===== src/rtl/tmu2_hinterp_multi_if.sv =====
// Span descriptor and output point bus for the horizontal span interpolator.
// Latency/backpressure: none of its own; it only carries the two valid/ack handshakes.
// Ports: slave = interpolator side, master = descriptor source / point sink side.
//   Optional clip_w exists only when TMU2_HINTERP_MULTI_CLIP_EN is defined.
interface tmu2_hinterp_multi_if #(
   parameter int CW  = 12,
   parameter int TW  = 18,
   parameter int NCH = 2,
   parameter int SW  = 11
);
   // descriptor side
   logic                    pipe_stb_i;
   logic                    pipe_ack_o;
   logic [CW-1:0]           x;
   logic [CW-1:0]           y;
   logic [SW-1:0]           dst_squarew;
   logic [NCH*TW-1:0]       init;
   logic [NCH-1:0]          positive;
   logic [NCH*(TW-1)-1:0]   q;
   logic [NCH*SW-1:0]       r;
   // point side
   logic                    pipe_stb_o;
   logic                    pipe_ack_i;
   logic [CW-1:0]           dx;
   logic [CW-1:0]           dy;
   logic [NCH*TW-1:0]       o;
`ifdef TMU2_HINTERP_MULTI_CLIP_EN
   logic [CW-2:0]           clip_w;

   modport slave (
      input  pipe_stb_i, x, y, dst_squarew, init, positive, q, r, pipe_ack_i, clip_w,
      output pipe_ack_o, pipe_stb_o, dx, dy, o
   );
   modport master (
      output pipe_stb_i, x, y, dst_squarew, init, positive, q, r, pipe_ack_i, clip_w,
      input  pipe_ack_o, pipe_stb_o, dx, dy, o
   );
`else
   modport slave (
      input  pipe_stb_i, x, y, dst_squarew, init, positive, q, r, pipe_ack_i,
      output pipe_ack_o, pipe_stb_o, dx, dy, o
   );
   modport master (
      output pipe_stb_i, x, y, dst_squarew, init, positive, q, r, pipe_ack_i,
      input  pipe_ack_o, pipe_stb_o, dx, dy, o
   );
`endif
endinterface


===== src/rtl/tmu2_hinterp_multi.sv =====
// Horizontal span interpolator: one descriptor in, dst_squarew points out, NCH Bresenham channels.
// Latency: first point valid the cycle after the load handshake; one point per cycle under ack.
// Backpressure: point held stable until pipe_ack_i; no descriptor accepted while a span is active.
// Ports: sys_clk, sys_rst (sync, active-high), busy, pipe (slave modport of tmu2_hinterp_multi_if).
// Option TMU2_HINTERP_MULTI_CLIP_EN: points with dx outside [0, clip_w) are suppressed and
//   advance on their own so every channel stays aligned with dx.
module tmu2_hinterp_multi #(
   parameter int CW  = 12,
   parameter int TW  = 18,
   parameter int NCH = 2,
   parameter int SW  = 11
) (
   input  logic sys_clk,
   input  logic sys_rst,
   output logic busy,
   tmu2_hinterp_multi_if.slave pipe
);
   typedef enum logic {IDLE, BUSY} state_t;

   state_t                  state, state_n;
   logic [CW-1:0]           dx_r, dy_r;
   logic [NCH*TW-1:0]       o_r;
   logic [SW-1:0]           err [NCH];
   logic [SW-1:0]           remaining;
   logic [SW-1:0]           divisor;
   logic [NCH-1:0]          pos_l;
   logic [NCH*(TW-1)-1:0]   q_l;
   logic [NCH*SW-1:0]       r_l;

   logic                    load, step, visible;
   logic [SW:0]             s [NCH];
   logic [NCH-1:0]          carry;
   logic [SW-1:0]           err_n [NCH];
   logic [TW-1:0]           o_n [NCH];

   // control
   always_comb begin
      state_n         = state;
      load            = 1'b0;
      step            = 1'b0;
      busy            = (state == BUSY);
      pipe.pipe_ack_o = (state == IDLE);
`ifdef TMU2_HINTERP_MULTI_CLIP_EN
      // dx is signed: negative (msb set) is always off-screen
      visible = !dx_r[CW-1] && (dx_r[CW-2:0] < pipe.clip_w);
`else
      visible = 1'b1;
`endif
      pipe.pipe_stb_o = busy && visible;
      case (state)
         IDLE: begin
            // a zero-width descriptor is acked and dropped here
            if (pipe.pipe_stb_i && (pipe.dst_squarew != '0)) begin
               load    = 1'b1;
               state_n = BUSY;
            end
         end
         BUSY: begin
            // hidden points advance without waiting for the sink
            if (pipe.pipe_ack_i || !visible) begin
               if (remaining == '0) state_n = IDLE;
               else                 step    = 1'b1;
            end
         end
         default: state_n = IDLE;
      endcase
   end

   // per-channel step: err accumulates r modulo divisor, overflow carries one extra unit into o
   always_comb begin
      for (int k = 0; k < NCH; k++) begin
         s[k]     = {1'b0, err[k]} + {1'b0, r_l[k*SW +: SW]};
         carry[k] = (s[k] >= {1'b0, divisor});
         err_n[k] = carry[k] ? SW'(s[k] - {1'b0, divisor}) : SW'(s[k]);
         if (pos_l[k])
            o_n[k] = o_r[k*TW +: TW] + {1'b0, q_l[k*(TW-1) +: TW-1]} + TW'(carry[k]);
         else
            o_n[k] = o_r[k*TW +: TW] - {1'b0, q_l[k*(TW-1) +: TW-1]} - TW'(carry[k]);
      end
   end

   always_ff @(posedge sys_clk) begin
      if (sys_rst) begin
         state     <= IDLE;
         dx_r      <= '0;
         dy_r      <= '0;
         o_r       <= '0;
         remaining <= '0;
         divisor   <= '0;
         pos_l     <= '0;
         q_l       <= '0;
         r_l       <= '0;
         for (int k = 0; k < NCH; k++) err[k] <= '0;
      end else begin
         state <= state_n;
         if (load) begin
            // whole descriptor is captured so the source may move on mid-span
            dx_r      <= pipe.x;
            dy_r      <= pipe.y;
            o_r       <= pipe.init;
            remaining <= pipe.dst_squarew - SW'(1);
            divisor   <= pipe.dst_squarew;
            pos_l     <= pipe.positive;
            q_l       <= pipe.q;
            r_l       <= pipe.r;
            for (int k = 0; k < NCH; k++) err[k] <= '0;
         end else if (step) begin
            dx_r      <= dx_r + CW'(1);
            remaining <= remaining - SW'(1);
            for (int k = 0; k < NCH; k++) begin
               err[k]            <= err_n[k];
               o_r[k*TW +: TW]   <= o_n[k];
            end
         end
      end
   end

   assign pipe.dx = dx_r;
   assign pipe.dy = dy_r;
   assign pipe.o  = o_r;
endmodule


===== src/flat_wrapper.sv =====
// flat-port wrapper written by rule: the top's interface ports become plain ports
module tmu2_hinterp_multi_flat 
#(
   parameter int CW  = 12,
   parameter int TW  = 18,
   parameter int NCH = 2,
   parameter int SW  = 11
)
  (sys_clk, sys_rst, busy, pipe_pipe_stb_i, pipe_x, pipe_y, pipe_dst_squarew, pipe_init, pipe_positive, pipe_q, pipe_r, pipe_pipe_ack_i, pipe_pipe_ack_o, pipe_pipe_stb_o, pipe_dx, pipe_dy, pipe_o);
  tmu2_hinterp_multi_if #(.CW(CW), .TW(TW), .NCH(NCH), .SW(SW)) pipe_i ();
  input  logic sys_clk;
  input  logic sys_rst;
  output logic busy;
  input wire logic [$bits(pipe_i.pipe_stb_i)-1:0] pipe_pipe_stb_i;
  input wire logic [$bits(pipe_i.x)-1:0] pipe_x;
  input wire logic [$bits(pipe_i.y)-1:0] pipe_y;
  input wire logic [$bits(pipe_i.dst_squarew)-1:0] pipe_dst_squarew;
  input wire logic [$bits(pipe_i.init)-1:0] pipe_init;
  input wire logic [$bits(pipe_i.positive)-1:0] pipe_positive;
  input wire logic [$bits(pipe_i.q)-1:0] pipe_q;
  input wire logic [$bits(pipe_i.r)-1:0] pipe_r;
  input wire logic [$bits(pipe_i.pipe_ack_i)-1:0] pipe_pipe_ack_i;
  output wire logic [$bits(pipe_i.pipe_ack_o)-1:0] pipe_pipe_ack_o;
  output wire logic [$bits(pipe_i.pipe_stb_o)-1:0] pipe_pipe_stb_o;
  output wire logic [$bits(pipe_i.dx)-1:0] pipe_dx;
  output wire logic [$bits(pipe_i.dy)-1:0] pipe_dy;
  output wire logic [$bits(pipe_i.o)-1:0] pipe_o;
  assign pipe_i.pipe_stb_i = pipe_pipe_stb_i;
  assign pipe_i.x = pipe_x;
  assign pipe_i.y = pipe_y;
  assign pipe_i.dst_squarew = pipe_dst_squarew;
  assign pipe_i.init = pipe_init;
  assign pipe_i.positive = pipe_positive;
  assign pipe_i.q = pipe_q;
  assign pipe_i.r = pipe_r;
  assign pipe_i.pipe_ack_i = pipe_pipe_ack_i;
  assign pipe_pipe_ack_o = pipe_i.pipe_ack_o;
  assign pipe_pipe_stb_o = pipe_i.pipe_stb_o;
  assign pipe_dx = pipe_i.dx;
  assign pipe_dy = pipe_i.dy;
  assign pipe_o = pipe_i.o;
  tmu2_hinterp_multi #(.CW(CW), .TW(TW), .NCH(NCH), .SW(SW)) u_core (.sys_clk(sys_clk), .sys_rst(sys_rst), .busy(busy), .pipe(pipe_i));
endmodule

===== config.mk =====
export PLATFORM = sky130hd
export DESIGN_NAME = tmu2_hinterp_multi_flat
export DESIGN_NICKNAME = d
export VERILOG_FILES = /design/src/rtl/tmu2_hinterp_multi_if.sv /design/src/rtl/tmu2_hinterp_multi.sv /design/src/flat_wrapper.sv
export SDC_FILE = /design/constraint.sdc
export NUM_CORES = 1
export LEC_CHECK = 0
export CORE_MARGIN = 10
export CORE_UTILIZATION = 55
export CTS_BUF_LIST = sky130_fd_sc_hd__clkbuf_8
export CTS_CLUSTER_SIZE = 14
export DETAILED_ROUTE_END_ITERATION = 16
export HOLD_SLACK_MARGIN = 0.08
export PLACE_DENSITY = 0.88
export SLEW_MARGIN = 20
export SYNTH_ARGS = -nofsm -noshare
export SYNTH_HDL_FRONTEND = slang
export SYNTH_SLANG_ARGS = --single-unit

===== constraint.sdc =====
create_clock -name sys_clk -period 9.9 [get_ports sys_clk]
set_input_delay 2.475 -clock sys_clk [delete_from_list [all_inputs] [get_ports sys_clk]]
set_output_delay 2.475 -clock sys_clk [all_outputs]
set_load 0.02 [all_outputs]

==> reports/qor.yml, run 1 <==
hold_viol_final: 0
worst_pin_slew_ns: 1.04
leakage_nw: 6.31
netlist_area_sq_um: 13100
fin_tns_setup_ns: 0
grt_max_degree: 74
endpoint_kind: "flip-flop"
status: "completed"
dieArea_sq_um: 30300
clock_latency_ns: 0.49
synth_edf_count: 22
cts-resized-gates: 0
ys_top_cells_by_area: "dfxtp_1 22%, ha_1 14%, a21oi_1 7.3%, nand2_1 6.8%, edfxtp_1 5.1%"
wirelength_mm: 39.3
maxSlewViolCount: 0
detailed_place_hpwl_mm: 30.0
clk_path_buf_depth: 2
worstSetupPathType: "flip-flop to flip-flop"
dr.pass1.iters: 7
ant_nets: 0
pin_count: 196
vias_per_cell: 5.94
drive_gt1_share_pct: 3.84
crit_arrival_ns: 7.88
clock.fmax_mhz: 133
io_buffers: 195
clk_pin_slew_ns: 0.10
synth_ff_type: "dfxtp_1"
syn2layout_area_growth_pct: 19.3
antenna_found_initial: 2
critical_path.max_fanout: 12
core_sq_um: 23400
report.power.total_mw: 2.54
numCtsBuffers: 17
row_count: 56
synth_fp_nets: 1972
setup_violations: 0
yosys.cell_types.count: 83
routedWlPerCell_um: 18.1
cts-htree-levels: 4
ys_seq_area_share_pct: 26.6
async_reset_ff_share_pct: 0
drt_iter0_markers: 1160
grt_pass1_vias: 12600
place.gp.congestion: 0.941
fp.dieW_um: 174
grt_pass1_wl_mm: 63.8
seq_area_sq_um: 3480
fin_crit_sh_pct: 75.7
avgSynthCellArea_sq_um: 7.76
ir_drop_mv: 0.0907
yosysTopAreaCell: "dfxtp_1"
slew_headroom_pct: 30.5
fin_skew_ns: 0.0197
grt-ovfl-total: 0
synthesis.instances: 1685
grt_usage_pct: 25.1
rsz0062_at_grt: "no"
dpl_cell_area_sq_um: 15200
synth.top_cell.area_share_pct: 21.6
cp-start-kind: "flip-flop"
cts_setup_buffers: 0
multi_input_area_sq_um: 8740
cts-root-buf: "clkbuf_8"
die_h_um: 174
worstPathRequired_ns: 10.28
cts.sinks: 163
ys_warn_count: 0
synth.ff_latch_count: 163
drcViolationCount: 0
fin_nets: 2121
p_per_area_nw_per_um2: 163
finalInstanceArea_sq_um: 15600
num-fill-cells: 1996
initial_core_util_pct: 55.9
cts_hold_buf: 0
drv_cap: 0
vias: 12900
hp-class: "flip-flop to flip-flop"
fin_crit_ns: 7.50
cts_tree: "yes"
-- worst max-delay path, stage by stage, from the launching register on --
cell and delay [ns]:
edfxtp_1 0.38, ha_1 0.22, fa_1 0.46, a21o_1 0.19
a21oi_1 0.23, o21bai_1 0.12, a2111o_1 0.46, a211o_1 0.26
o211ai_1 0.12, ha_1 0.37, a211oi_1 0.24, o21ai_0 0.18
a41oi_2 0.52, nand2_2 0.24, inv_1 0.13, fa_1 0.46
ha_1 0.22, or2_2 0.30, fa_1 0.38, nand2b_2 0.22
a2111oi_4 0.44, o311ai_1 0.18, a21o_1 0.21, a2111oi_2 0.35
nor3_1 0.12, xor2_1 0.16, o31a_1 0.24
-- synth_stat cells (all sizes together), types with 22 or more instances --
master / count
nand3: 32
o21ai: 66
a21oi: 191
xnor2: 72
inv: 146
a211oi: 37
nor3: 49
ha: 142
nor2: 104
xor2: 31
clkbuf: 53
dfxtp: 141
o211ai: 23
nand2: 239
edfxtp: 22
buf: 23
-- worst paths after layout --
check,cells after the start,endpoint,slack (ns),from
min,2,u_core.pipe.dy[11],0.46,u_core.pipe.dy[11]
max reg2reg,26,u_core.pipe.o[14],2.40,u_core.err[0][0]
max,26,u_core.pipe.o[14],2.40,u_core.err[0][0]
min reg2reg,2,u_core.pipe.dy[11],0.46,u_core.pipe.dy[11]
-- layout make-up --
class                      instances  area share, %
inverter                         149           3.59
antenna                            2         0.0321
sequential                       163           22.3
clock inverter                    15          0.938
timing repair buffer             206           13.0
tap                              319           2.56
multi-input combinational       1297           56.0
clock buffer                      17           1.50
-- per-layer routing --
layer  vias up  wire, um  GRT usage, %
met1      6110     16800          30.1
met3        91      2120          3.92
met2       395     19200          44.1
met5         -         0             0
li1       6273         -             -
met4         0      1200          9.76
-- stage by stage --
| stage | utilization, % | std cells | hold WS [ns] | setup WS, ns |
|---|---|---|---|---|
| after CTS | 66.6 | 2166 | 0.464 | 2.44 |
| after global routing | 66.7 | 2168 | 0.490 | 1.99 |
| after global placement | 65.0 | 2134 | 0.441 | 2.66 |
| final | 66.7 | 2168 | 0.461 | 2.40 |
| after detailed placement | 65.0 | 2134 | 0.449 | 2.48 |
| after floorplan | - | 1685 | 0.436 | 3.16 |
-- registers in the layout, indices dropped and copies added, names as in the netlist --
signal,count
u_core.pipe.o,36
u_core.q_l,34
u_core.err,22
u_core.r_l,22
u_core.pipe.dx,12
u_core.pipe.dy,12
u_core.divisor,11
u_core.remaining,11
u_core.pos_l,2
u_core.busy,1
-- power by group --
part | total (mW) | internal (mW) | leakage, nW | switching (mW)
Sequential | 0.783 | 0.730 | 1.40 | 0.0523
Clock | 0.498 | 0.207 | 0.194 | 0.291
Combinational | 1.26 | 0.541 | 4.72 | 0.717
-- logic make-up after synthesis --
logic type               synth area share (%)
adder cells (fa/ha/maj)                  15.4
XOR/XNOR                                 6.90
AO/OA/AOI/OAI                            24.2
AND/OR/NAND/NOR                          19.0
buffers and inverters                    6.66
multiplexers                             1.18
flip-flops                               26.6
-- cell usage in the layout, fill, tap and decap left out, types with 16 or more instances in the layout --
master and count:
xor2_1 31, nand3_1 32, and3_1 17, clkdlybuf4s50_1 194, nor3_1 49, a211oi_1 36, inv_1 147, edfxtp_1 22
a21o_1 18, nand2_1 238, dfxtp_1 141, nand2b_1 16, nor2_1 104, ha_1 142, o21ai_0 66, a21oi_1 190
clkbuf_8 17, xnor2_1 72, o211ai_1 23
No activity file was read; power rests on OpenSTA's default activity.
==> run 2: changes to the inputs <==
Clock period 9.9 ns to 7.6 ns, I/O delays scaled along.
==> run 2 against run 1 <==
Compared with the run above: clock power increased by 29%; non-clock buffer count increased by 2; utilization about the same; largest power group unchanged; highest routed layer unchanged.
==> reports/qor.yml, run 2 (synthesis results as in run 1) <==
worstPathRequired_ns: 7.98  # was 10.28 ns
dr.pass1.iters: 5  # was 7
initial_core_util_pct: 55.9  # unchanged
numCtsBuffers: 17  # unchanged
die_h_um: 174  # unchanged
cts_hold_buf: 0  # unchanged
clock_latency_ns: 0.48  # was 0.49 ns
cp.depth: 26  # unchanged
fin_tns_setup_ns: 0  # unchanged
clk_pin_slew_ns: 0.10  # about the same
placed_cells: 2136  # was 2134
fin_nets: 2123  # was 2121
r2r-end: "u_core.pipe.o[14]"  # unchanged
row_count: 56  # unchanged
clk_path_buf_depth: 2  # unchanged
vias_per_cell: 5.93  # was 5.94
syn2layout_area_growth_pct: 19.4  # was 19.3%
cts-root-buf: "clkbuf_8"  # unchanged
detailed_place_hpwl_mm: 29.8  # was 30.0 mm
hold_viol_final: 0  # unchanged
routedWlPerCell_um: 18.1  # about the same
fin_crit_ns: 7.05  # was 7.50 ns
vias: 12900  # about the same
crit_family: "compound AO/OA/AOI/OAI gates"  # unchanged
setup.worst_path.end: "u_core.pipe.o[14]"  # unchanged
dp_slack_ns: 0.587  # was 2.48 ns
grt-ovfl-total: 0  # unchanged
worst_pin_slew_ns: 1.06  # was 1.04 ns
fin_cells: 2169  # was 2168
rsz0062_at_grt: "no"  # unchanged
cp-start-kind: "flip-flop"  # unchanged
clock.fmax_mhz: 142  # was 133 MHz
critPathLaunch: "u_core.err[0][0]"  # unchanged
slew_headroom_pct: 29.4  # was 30.5%
r2r_setup_slack_ns: 0.55  # was 2.40 ns
layout_commonest_cell: "nand2_1"  # unchanged
final_cell_mix: "238 x nand2_1, 194 x clkdlybuf4s50_1, 190 x a21oi_1"  # unchanged
fin_skew_ns: 0.0209  # was 0.0197 ns
pin_count: 196  # unchanged
drive_gt1_share_pct: 3.89  # was 3.84%
grt_pass1_wl_mm: 63.4  # was 63.8 mm
largest_reg_flops: 36  # unchanged
cp_num_buf_inv: 1  # unchanged
grt_pass1_vias: 12400  # was 12600
setup_violations: 0  # unchanged
drt_iter0_markers: 1015  # was 1160
leakage_nw: 6.33  # was 6.31 nW
antenna_found_initial: 1  # was 2
grt_max_degree: 98  # was 74
wirelength_mm: 39.2  # was 39.3 mm
drv_cap: 0  # unchanged
p_per_area_nw_per_um2: 212  # was 163 nW/um^2
fin_crit_sh_pct: 92.7  # was 75.7%
place.gp.congestion: 0.940  # was 0.941
maxSlewViolCount: 0  # unchanged
fin_ws_ns: 0.552  # was 2.40 ns
cts-resized-gates: 0  # unchanged
worstReg2RegStart: "u_core.err[0][0]"  # unchanged
cts_setup_buffers: 0  # unchanged
fp.dieW_um: 174  # unchanged
status: "completed"  # unchanged
worstSetupPathType: "flip-flop to flip-flop"  # unchanged
endpoint_kind: "flip-flop"  # unchanged
core_sq_um: 23400  # unchanged
slowest_delay_ns: 0.46  # was 0.52 ns
drcViolationCount: 0  # unchanged
crit_arrival_ns: 7.43  # was 7.88 ns
io_buffers: 195  # unchanged
critical_path.max_fanout: 9  # was 12
grt_usage_pct: 24.9  # was 25.1%
worst_path_max_delay_cell: "fa_1"  # was a41oi_2
cts_tree: "yes"  # unchanged
dieArea_sq_um: 30300  # unchanged
hp-class: "flip-flop to flip-flop"  # unchanged
rr_worst_depth: 26  # unchanged
ir_drop_mv: 0.118  # was 0.0907 mV
cts.sinks: 163  # unchanged
ant_nets: 0  # unchanged
cts-htree-levels: 4  # unchanged
==> run 2: cell types whose count changed in the layout (fill, tap and decap cells not counted), sizes merged <==
cell,change
clkinvlp,-1
diode,-1
clkbuf,+1
buf,+2
==> run 2: how the worst min path moves through the flow <==
stage | start | endpoint | depth (start not counted)
after global routing | u_core.divisor[2] | u_core.divisor[2] | 2
after detailed placement | u_core.divisor[10] | u_core.divisor[10] | 2
final | u_core.divisor[10] | u_core.divisor[10] | 2
after CTS | u_core.divisor[10] | u_core.divisor[10] | 2
after floorplan | u_core.divisor[10] | u_core.divisor[10] | 2
after global placement | u_core.divisor[10] | u_core.divisor[10] | 2
==> run 2: cell type report <==
| type | count | area [sq um] |
|---|---|---|
| multi-input combinational | 1297 | 8740 |
| fill | 1975 | 7800 |
| sequential | 163 | 3480 |
| timing repair buffer | 208 | 2050 |
| inverter | 149 | 559 |
| tap | 319 | 399 |
| clock buffer | 18 | 248 |
| clock inverter | 14 | 128 |
| antenna | 1 | 2.50 |
==> run 2: where the power goes <==
| part | switching (mW) | internal [mW] |
|---|---|---|
| sequential | 0.0690 | 0.951 |
| combinational | 0.938 | 0.710 |
| clock | 0.367 | 0.273 |
==> run 2: per-stage QoR <==
| step | area, sq um | utilization (%) | hold slack, ns | power [mW] |
|---|---|---|---|---|
| 5_1_grt | 15600 | 66.7 | 0.480 | 3.53 |
| 2_1_floorplan | 13100 | - | 0.436 | 2.21 |
| 4_1_cts | 15600 | 66.7 | 0.459 | 3.29 |
| 6_report | 15600 | 66.7 | 0.459 | 3.31 |
| 3_5_place_dp | 15200 | 65.1 | 0.448 | 2.65 |
| 3_3_place_gp | 15200 | 65.1 | 0.441 | 2.61 |
==> run 2: tightest hold or removal path: cells and delay by family, from the launching register on <==
kind | cells | cell delay (ns)
AO/OA/AOI/OAI | 1 | 0.05
AND/OR/NAND/NOR | 1 | 0.05
flip-flops | 1 | 0.32
==> run 2: layer usage <==
| metal | share of wire (%) | track usage (%) | up-vias |
|---|---|---|---|
| met5 | 0 | 0 | - |
| met4 | 1.9 | 6.27 | 0 |
| met3 | 6.2 | 5.37 | 60 |
| met2 | 48 | 42.4 | 402 |
| met1 | 44 | 31.3 | 6126 |
| li1 | - | - | 6280 |
==> run 3: changes to the inputs <==
Settings changed: GPL_ROUTABILITY_DRIVEN set to 0, PLACE_DENSITY 0.88 to 0.8.
==> run 3 against run 2 <==
Compared with the run above: maximum frequency down 1.6%; critical endpoint unchanged; cell count about the same; largest cell class unchanged; routed wire length down 0.97%; critical path type unchanged; utilization up 0.26 points; power up 2.1%; register-to-register slack worse by 0.12 ns; global-route usage down 0.20 points; sequential share of layout area down 0.086 points.
==> reports/qor.yml, run 3 (synthesis results as in run 1) <==
status: "completed"  # unchanged
clk_path_buf_depth: 2  # unchanged
ir_drop_mv: 0.123  # was 0.118 mV
rr_worst_depth: 26  # unchanged
num-fill-cells: 2060  # was 1975
setup_violations: 0  # unchanged
grt-ovfl-total: 0  # unchanged
rsz0062_at_grt: "no"  # unchanged
vias_per_cell: 5.92  # was 5.93
endpoint_kind: "flip-flop"  # unchanged
grt_pass1_vias: 12400  # about the same
hold_viol_final: 0  # unchanged
dr.pass1.iters: 5  # unchanged
cts_tree: "yes"  # unchanged
worst_pin_slew_ns: 1.08  # was 1.06 ns
worstSetupPathType: "flip-flop to flip-flop"  # unchanged
die_h_um: 174  # unchanged
layout_commonest_cell: "nand2_1"  # unchanged
drt_iter0_markers: 957  # was 1015
critical_path.most_common_cell: "fa_1"
grt_pass1_wl_mm: 62.8  # was 63.4 mm
cp-start-kind: "flip-flop"  # unchanged
wirelength_mm: 38.8  # was 39.2 mm
fin_nets: 2123  # unchanged
cts-htree-levels: 4  # unchanged
cts.sinks: 163  # unchanged
dieArea_sq_um: 30300  # unchanged
drv_cap: 0  # unchanged
crit_arrival_ns: 7.54  # was 7.43 ns
p_per_area_nw_per_um2: 216  # was 212 nW/um^2
core_sq_um: 23400  # unchanged
worstReg2RegStart: "u_core.err[0][0]"  # unchanged
ant_nets: 0  # unchanged
worstPathRequired_ns: 7.97  # was 7.98 ns
cts_setup_buffers: 0  # unchanged
clock_latency_ns: 0.48  # about the same
routedWlPerCell_um: 17.9  # was 18.1 um
fin_crit_ns: 7.16  # was 7.05 ns
initial_core_util_pct: 55.9  # unchanged
report.power.total_mw: 3.38  # was 3.31 mW
io_buffers: 195  # unchanged
syn2layout_area_growth_pct: 19.9  # was 19.4%
largest_reg_flops: 36  # unchanged
min_from: "u_core.pipe.dy[4]"  # was u_core.divisor[10]
fin_crit_sh_pct: 94.3  # was 92.7%
hold_ws_ns: 0.458  # was 0.459 ns
slowest_delay_ns: 0.47  # was 0.46 ns
maxSlewViolCount: 0  # unchanged
hold_end: "u_core.pipe.dy[4]"  # was u_core.divisor[10]
leakage_nw: 6.36  # was 6.33 nW
worst_path_max_delay_cell: "fa_1"  # unchanged
r2r-end: "u_core.pipe.o[14]"  # unchanged
row_count: 56  # unchanged
slew_headroom_pct: 27.8  # was 29.4%
cts-root-buf: "clkbuf_8"  # unchanged
cts_hold_buf: 0  # unchanged
drive_gt1_share_pct: 3.90  # was 3.89%
vias: 12800  # was 12900
fin_skew_ns: 0.0138  # was 0.0209 ns
fin_tns_setup_ns: 0  # unchanged
r2r_setup_slack_ns: 0.44  # was 0.55 ns
clock.fmax_mhz: 140  # was 142 MHz
numCtsBuffers: 17  # unchanged
critical_path.max_fanout: 9  # unchanged
whs_path_depth: 2  # unchanged
grt_usage_pct: 24.7  # was 24.9%
detailed_place_hpwl_mm: 28.9  # was 29.8 mm
drcViolationCount: 0  # unchanged
fp.dieW_um: 174  # unchanged
pin_count: 196  # unchanged
final_cell_mix: "238 x nand2_1, 194 x clkdlybuf4s50_1, 190 x a21oi_1"  # unchanged
antenna_found_initial: 1  # unchanged
hp-class: "flip-flop to flip-flop"  # unchanged
clk_pin_slew_ns: 0.09  # was 0.10 ns
grt_max_degree: 76  # was 98
==> run 3: power by group <==
part | switching, mW | internal (mW)
combinational | 0.930 | 0.707
clock | 0.342 | 0.379
sequential | 0.0672 | 0.951
total | 1.34 | 2.04
==> run 3: repair_timing <==
action / 4_1_cts / 5_1_grt
resized for setup: 0 / 2
setup endpoints to repair: 0 / 1
hold endpoints to repair: 0 / 0
==> run 3: worst max path at each step <==
stage	cells after the start	endpoint	from
6_report	26	u_core.pipe.o[14]	u_core.err[0][0]
5_1_grt	26	u_core.pipe.o[14]	u_core.err[0][0]
3_3_place_gp	26	u_core.pipe.o[14]	u_core.err[0][0]
3_5_place_dp	26	u_core.pipe.o[14]	u_core.err[0][0]
4_1_cts	26	u_core.pipe.o[14]	u_core.err[0][0]
2_1_floorplan	28	u_core.pipe.o[14]	u_core.err[0][0]
==> run 3: metal layers <==
metal / wire, um / track usage, %
met5: 0 / 0
met2: 18300 / 41.8
met3: 2510 / 5.01
met1: 16600 / 30.2
met4: 1300 / 9.65
==> run 3: final cells by class <==
type / instances / area [sq um] / share of cell area, %
multi-input combinational: 1297 / 8740 / 55.8
tap: 319 / 399 / 2.55
inverter: 149 / 559 / 3.57
clock inverter: 11 / 158 / 1.01
timing repair buffer: 208 / 2050 / 13.1
sequential: 163 / 3480 / 22.2
antenna: 1 / 2.50 / 0.0160
clock buffer: 20 / 275 / 1.76
==> run 3: per-stage QoR <==
step                      cell area [sq um]  cells  worst slack (ns)  util (%)
after detailed placement              15200   2136             0.442      65.1
after global placement                15200   2136             0.689      65.1
final                                 15700   2168             0.436      66.9
after global routing                  15700   2168            0.0768      66.9
after floorplan                       13100   1685             0.859         -
after CTS                             15700   2167             0.406      66.9
==> run 3: worst max-delay path: cells and delay by family, from the launching register on <==
family | cells | cell delay [ns]
xor gates and xnor gates | 1 | 0.15
DFF | 1 | 0.37
adders and majority gates | 6 | 2.16
AOI/OAI and AO/OA | 14 | 3.48
buffers and inverters | 1 | 0.11
and+or+nand+nor | 4 | 0.78
